## config.mk

```make
export PLATFORM = sky130hd
export DESIGN_NAME = sync_fifo_param
export DESIGN_NICKNAME = d
export VERILOG_FILES = /design/src/rtl/sync_fifo_param.sv
export SDC_FILE = /design/constraint.sdc
export NUM_CORES = 1
export LEC_CHECK = 0
export CORE_ASPECT_RATIO = 1.75
export CORE_UTILIZATION = 40
export DETAILED_ROUTE_END_ITERATION = 7
export GPL_TIMING_DRIVEN = 0
export PLACE_DENSITY_LB_ADDON = 0.1
export SETUP_SLACK_MARGIN = 0.1
export SYNTH_ARGS = -nofsm -noshare
export SYNTH_HDL_FRONTEND = slang
export SYNTH_SLANG_ARGS = --single-unit
```

## constraint.sdc

```tcl
create_clock -name clk -period 5.8 [get_ports clk]
set_input_delay 0.58 -clock clk [delete_from_list [all_inputs] [get_ports clk]]
set_output_delay 0.58 -clock clk [all_outputs]
set_load 0.02 [all_outputs]
```

## src/rtl/sync_fifo_param.sv

```systemverilog
// Single-clock parametrised FIFO with fill count, almost flags and sticky error flags.
// Define FIFO_FWFT_EN for first-word-fall-through reads; otherwise data_out is registered.
module sync_fifo_param #(
  parameter int unsigned DATA_WIDTH = 10,
  parameter int unsigned ADDR_WIDTH = 4,
  parameter int unsigned AF_THRESH  = 14,
  parameter int unsigned AE_THRESH  = 2
) (
  input  logic                  clk,
  input  logic                  rst,
  input  logic [DATA_WIDTH-1:0] data_in,
  input  logic                  write_enable,
  input  logic                  read_enable,
  input  logic                  clear_errors,
  output logic [DATA_WIDTH-1:0] data_out,
  output logic                  full,
  output logic                  empty,
  output logic                  almost_full,
  output logic                  almost_empty,
  output logic [ADDR_WIDTH:0]   fill_count,
  output logic                  overflow,
  output logic                  underflow
);

  localparam int unsigned Depth = 2 ** ADDR_WIDTH;
  localparam int unsigned CntW  = ADDR_WIDTH + 1;

  logic [DATA_WIDTH-1:0] mem_q [Depth];

  logic [CntW-1:0] wr_ptr_q, wr_ptr_d;
  logic [CntW-1:0] rd_ptr_q, rd_ptr_d;
  logic [CntW-1:0] count_q, count_d;
  logic            full_q, full_d;
  logic            empty_q, empty_d;
  logic            afull_q, afull_d;
  logic            aempty_q, aempty_d;
  logic            overflow_q, overflow_d;
  logic            underflow_q, underflow_d;
  logic            wr_acc, rd_acc;

  logic [ADDR_WIDTH-1:0] wr_addr, rd_addr;

  assign wr_addr = wr_ptr_q[ADDR_WIDTH-1:0];
  assign rd_addr = rd_ptr_q[ADDR_WIDTH-1:0];

  // Acceptance uses the registered flags, so full+read frees no slot for the write.
  always_comb begin
    wr_acc      = write_enable & ~full_q;
    rd_acc      = read_enable & ~empty_q;
    wr_ptr_d    = wr_ptr_q + CntW'(wr_acc);
    rd_ptr_d    = rd_ptr_q + CntW'(rd_acc);
    // Extra wrap bit makes the pointer difference the exact fill, including Depth.
    count_d     = wr_ptr_d - rd_ptr_d;
    full_d      = (count_d == CntW'(Depth));
    empty_d     = (count_d == '0);
    afull_d     = (count_d >= CntW'(AF_THRESH));
    aempty_d    = (count_d <= CntW'(AE_THRESH));
    // Setting wins over clear_errors in the same cycle.
    overflow_d  = (write_enable & full_q) | (overflow_q & ~clear_errors);
    underflow_d = (read_enable & empty_q) | (underflow_q & ~clear_errors);
  end

  always_ff @(posedge clk) begin
    if (rst) begin
      wr_ptr_q    <= '0;
      rd_ptr_q    <= '0;
      count_q     <= '0;
      full_q      <= 1'b0;
      empty_q     <= 1'b1;
      afull_q     <= 1'b0;
      aempty_q    <= 1'b1;
      overflow_q  <= 1'b0;
      underflow_q <= 1'b0;
    end else begin
      wr_ptr_q    <= wr_ptr_d;
      rd_ptr_q    <= rd_ptr_d;
      count_q     <= count_d;
      full_q      <= full_d;
      empty_q     <= empty_d;
      afull_q     <= afull_d;
      aempty_q    <= aempty_d;
      overflow_q  <= overflow_d;
      underflow_q <= underflow_d;
    end
  end

  // Storage is not reset; writes during reset are dropped.
  always_ff @(posedge clk) begin
    if (!rst && wr_acc) begin
      mem_q[wr_addr] <= data_in;
    end
  end

`ifdef FIFO_FWFT_EN
  // Head word is presented combinationally; forced to zero while nothing is stored.
  always_comb begin
    data_out = '0;
    if (!empty_q) begin
      data_out = mem_q[rd_addr];
    end
  end
`else
  logic [DATA_WIDTH-1:0] data_q;

  always_ff @(posedge clk) begin
    if (rst) begin
      data_q <= '0;
    end else if (rd_acc) begin
      data_q <= mem_q[rd_addr];
    end
  end

  assign data_out = data_q;
`endif

  assign full         = full_q;
  assign empty        = empty_q;
  assign almost_full  = afull_q;
  assign almost_empty = aempty_q;
  assign fill_count   = count_q;
  assign overflow     = overflow_q;
  assign underflow    = underflow_q;

endmodule

```

==> flow_summary.ini, run 1 <==
[run_status]
status = completed

[timing]
drv_slew = 0
tightest_slew_ns = 1.06
finalCritPeriodShare_pct = 58.6
finalSetupViolCount = 0
fmax_mhz = 294
rsz0062_at_grt = no
layout_min_cycle_time_ns = 3.40
clock_skew_ns = 0.00829
max_slew_margin_pct = 28.8
final.setup.tns_ns = 0
finalHoldViolCount = 0

[cells_and_area]
multi_input_area_mm2 = 0.00189
nNetsFinal = 471
final_common_cell = edfxtp_1
drive_above_1_share_pct = 20.6
final_cell_mix = edfxtp_1 (160), mux4_2 (40), clkdlybuf4s50_1 (35)
antennaDiodeCount = 0
utilization_pct = 48.2
areaGrowthSynthToFinish_pct = 17.7
num-fill-cells = 1539
seqCellArea_mm2 = 0.00543

[min_path]
hold_class = reg2reg

[clock_tree]
cts_root_buf = clkbuf_16
postCtsSetupBuffers = 0
cts_tree = done
post_cts_resized = 0
cts.clk_slew.worst_paths_ns = 0.07
cts_buffers = 17
clockBufferDepth = 2
htreeDepth = 4
cts_sinks = 191
clkLatencyLatePin_ns = 0.42
ctsHoldBuffers = 0

[power]
power.leakage_nw = 2.82
vdd_drop_max_mv = 0.166
p_per_area_mw_per_mm2 = 384

[logic_synthesis]
synth-edff-count = 160
synth_top_area_share_pct = 64.9
synth_fp_nets = 414
synthCells = 391
synth-async-reset-ratio_pct = 0
synth-warning-count = 0
netlist_area_mm2 = 0.00740
yosysTopAreaCell = edfxtp_1
synthTopCellsByArea = edfxtp_1 (65%), mux4_2 (12%), dfxtp_1 (8.4%)
synth_ff_type = edfxtp_1
ys_ff_latch = 191
syn_avg_cell_area_um2 = 18.9
ys_types = 40
ys_seq_area_share_pct = 73.3

[die]
die-width_um = 105
die_y_um = 182
io_pins = 36
initial_core_util_pct = 41.0
die_area_mm2 = 0.0191
core.rowCount = 65
coreArea_mm2 = 0.0181

[global_routing]
antenna_found_initial = 0
grt_usage_pct = 18.2
grt_pass1_wl_um = 24100
first_global_vias = 3972
overflow = 0
grt_max_degree = 18

[setup_path]
arrival_ns = 3.75
crit_type = in2reg
crit_fanout = 10
cp.required_ns = 6.15
cp-end-kind = flop
setup.worst_path.start_class = primary input

[placed_design]
io_buffers = 35
gp_congestion = 0.785
place_hpwl_um = 11200

[route]
avgViaCountPerCell = 5.31
vias = 3692
drt_iter0_markers = 167
drc = 0
dr.pass1.iters = 4
wl_um = 16100
ant_nets = 0
wire_per_inst_um = 23.1

[job]
maxCapViolations = 0
==> synth_stat cells (2+ instances only) <==
cell	instances
a221oi_1	10
a22o_1	10
a22oi_1	3
buf_1	3
buf_2	3
buf_4	3
clkbuf_1	8
dfxtp_1	31
edfxtp_1	160
ha_1	8
inv_1	5
mux4_2	40
nand2_1	5
nand2b_1	14
nand3_1	5
nand3b_1	2
nor2_1	25
nor2b_1	12
nor3_1	6
o22ai_1	10
xnor2_1	5
xnor2_2	2
xor2_1	4
==> cells by family after synthesis <==
logic type               count (synthesis)  synth area share (%)
multiplexers                            40                  12.2
AO/OA/AOI/OAI                           44                  4.80
adder cells (fa/ha/maj)                  8                  1.35
flip-flops                             191                  73.3
buffers and inverters                   23                  1.47
XOR/XNOR                                12                  1.72
AND/OR/NAND/NOR                         73                  5.16
==> sequential cells by signal, indices dropped and copies added, names as in the netlist <==
name / count
mem_q: 160
data_out: 10
fill_count: 5
rd_ptr_q: 5
wr_ptr_q: 5
almost_empty: 1
almost_full: 1
empty: 1
full: 1
overflow: 1
underflow: 1
==> where the power goes <==
part           total, mW  internal (mW)  switching (mW)
Combinational      0.590          0.278           0.312
Clock               1.18          0.661           0.520
Sequential          1.57           1.54          0.0299
Total               3.34           2.48           0.861
==> path summary, 6_finish.rpt <==
| path | endpoint | cells after the start | slack [ns] | startpoint |
|---|---|---|---|---|
| setup / recovery | empty | 11 | 2.40 | read_enable |
| hold / removal | data_out[4] | 2 | 0.49 | data_out[4] |
| setup reg to reg | empty | 10 | 2.73 | empty |
| hold reg to reg | data_out[4] | 2 | 0.49 | data_out[4] |
==> per-layer routing <==
layer / part of all wire (%) / global-route usage [%] / vias up
li1: - / - / 1692
met2: 58 / 33.9 / 79
met5: 0 / 0 / -
met3: 2.4 / 2.98 / 20
met4: 3.5 / 10.1 / 0
met1: 36 / 19.3 / 1901
==> final cells by class <==
| cell class | instances | share of cell area (%) |
|---|---|---|
| flip-flops and latches | 191 | 62.3 |
| multi-input cells | 177 | 21.7 |
| clock buffers | 22 | 6.06 |
| repair buffers | 38 | 4.41 |
| well taps | 234 | 3.36 |
| plain buffers | 18 | 1.03 |
| clock inverters | 10 | 0.948 |
| inverters | 5 | 0.216 |
==> metrics by stage <==
stage | cell area, um^2 | hold WS (ns) | worst slack, ns | power, mW | std cells
detailed placement | 8100 | 0.483 | 1.96 | 2.21 | 663
floorplan | 7400 | 0.487 | 2.94 | 1.98 | 391
global route | 8710 | 0.516 | 2.21 | 3.47 | 695
finish | 8710 | 0.492 | 2.40 | 3.34 | 695
global placement | 8040 | 0.475 | 1.83 | 2.20 | 660
CTS | 8710 | 0.498 | 2.40 | 3.38 | 695
==> worst max-delay path, cell delays in order <==
cell	delay [ns]
clkdlybuf4s50_1	0.47
nor2b_1	0.21
clkbuf_1	0.41
ha_1	0.28
ha_1	0.31
xnor2_1	0.17
ha_1	0.21
nor2_1	0.32
o211ai_2	0.16
xnor2_2	0.34
a41o_1	0.28
Power figures use the tool's default switching activity.
==> inputs of run 2 (changes only) <==
clock period = 3.4 ns   (was 5.8 ns; I/O delays follow)
==> run 2 against run 1 <==
Effect of this change: register-to-register slack got worse by 2.3 ns; clock-buffer cell count did not move; sequential share of layout area barely moved; critical endpoint unchanged; largest cell class unchanged; largest power group unchanged; highest routed layer unchanged.
==> flow_summary.ini, run 2 (synthesized netlist as in run 1, its figures left out) <==
[run_status]
status = completed

[clock_tree]
cts_buffers = 17
postCtsSetupBuffers = 0
cts_sinks = 191
clkLatencyLatePin_ns = 0.42
htreeDepth = 4
cts_root_buf = clkbuf_16
cts_tree = done
post_cts_resized = 0
ctsHoldBuffers = 0
clockBufferDepth = 2
cts.clk_slew.worst_paths_ns = 0.07

[setup_path]
cp-end-kind = flop
critPathMaxStageDelay_ns = 0.47
setup.worst_path.start_class = primary input
reg2reg_slack_ns = 0.46
cp_cell_sequence = clkdlybuf4s50_1, nor2b_1, clkbuf_2, ha_1, ha_1, xnor2_1, ha_1, nor2_1, o211ai_2, xnor2_2, a41o_1
r2r_start = rd_ptr_q[1]
slowest_stage = clkdlybuf4s50_1
cp_common_cell = ha_1
reg2reg_to = empty
critPathTopFamily = adder cells
cp.required_ns = 3.75
crit_type = in2reg
rr_worst_depth = 9
arrival_ns = 3.33
cp_num_buf_inv = 2
crit_fanout = 10

[power]
power.leakage_nw = 2.82
power_frac_seq_pct = 47.0
p_sw_mw = 1.47
vdd_drop_max_mv = 0.283
internal-power_mw = 4.23
combPwrFrac_pct = 17.7
clock_power_share_pct = 35.3
switching_share_pct = 25.8
p_per_area_mw_per_mm2 = 655

[min_path]
worstHoldStart = data_out[4]
whs_endpoint = data_out[4]
hold_class = reg2reg
whs_path_depth = 2

[cells_and_area]
final_common_cell = edfxtp_1
design_area_mm2 = 0.00871
largest_register_ffs = 160
seqCellArea_mm2 = 0.00543
final_cell_mix = edfxtp_1 (160), mux4_2 (40), clkdlybuf4s50_1 (35)
areaGrowthSynthToFinish_pct = 17.7
nNetsFinal = 471
utilization_pct = 48.2
largest_register = mem_q
drive_above_1_share_pct = 20.8
antennaDiodeCount = 0
multi_input_area_mm2 = 0.00189
num-fill-cells = 1539

[die]
io_pins = 36
die_y_um = 182
die-width_um = 105
die_area_mm2 = 0.0191
core.rowCount = 65
initial_core_util_pct = 41.0
coreArea_mm2 = 0.0181

[timing]
layout_min_cycle_time_ns = 2.98
finalCritPeriodShare_pct = 87.7
max_slew_margin_pct = 29.5
final.setup.tns_ns = 0
finalSetupViolCount = 0
clock_skew_ns = 0.00828
drv_slew = 0
finalHoldViolCount = 0
tightest_slew_ns = 1.05
timing.hold.ws_ns = 0.492
rsz0062_at_grt = no
fmax_mhz = 336

[route]
wire_per_inst_um = 23.1
wl_um = 16100
dr.pass1.iters = 4
ant_nets = 0
drc = 0
avgViaCountPerCell = 5.32
drt_iter0_markers = 167
vias = 3695

[global_routing]
grt_max_degree = 18
first_global_vias = 3972
grt_usage_pct = 18.2
antenna_found_initial = 0
grt_pass1_wl_um = 24100
overflow = 0

[placed_design]
gp_congestion = 0.785
place_hpwl_um = 11200
dpl-instance-area_mm2 = 0.00810
io_buffers = 35

[job]
maxCapViolations = 0
==> run 2: tightest hold or removal path, stage by stage, from the launching register on <==
cell and delay (ns):
dfxtp_1 0.32, nand2b_1 0.06, o22ai_1 0.06
==> run 2: layer usage <==
layer | track usage, % | vias to the layer above | routed length [um]
li1 | - | 1692 | -
met1 | 19.3 | 1902 | 5870
met2 | 33.9 | 81 | 9260
met3 | 2.98 | 20 | 389
met4 | 10.1 | 0 | 569
met5 | 0 | - | 0
==> run 2: stage by stage <==
step,worst slack [ns],total power [mW],std cells
global route,0.253,5.91,695
CTS,0.241,5.77,695
finish,0.420,5.70,695
floorplan,0.740,3.37,391
detailed placement,-0.199,3.76,663
global placement,-0.331,3.75,660
==> run 2: worst max-delay path by stage <==
stage,startpoint,cells past startpoint,slack (ns),to
global placement,write_enable,5,-0.33,mem_q[0][3]
CTS,read_enable,11,0.24,empty
global route,read_enable,11,0.25,empty
floorplan,empty,10,0.74,empty
detailed placement,read_enable,11,-0.20,empty
finish,read_enable,11,0.42,empty
==> run 2: power groups by stage <==
stage | logic, mW | clock network [mW] | registers [mW]
6_report | 1.01 | 2.01 | 2.68
5_1_grt | 1.08 | 2.14 | 2.69
4_1_cts | 1.03 | 2.06 | 2.68
3_5_place_dp | 1.03 | 0 | 2.73
3_3_place_gp | 1.02 | 0 | 2.73
2_1_floorplan | 0.574 | 0 | 2.80
==> run 2: cell type report <==
type | instances | area share, %
plain buffers | 18 | 1.05
well taps | 234 | 3.36
clock buffers | 22 | 6.06
multi-input cells | 177 | 21.7
inverters | 5 | 0.216
flip-flops and latches | 191 | 62.3
repair buffers | 38 | 4.41
clock inverters | 10 | 0.948
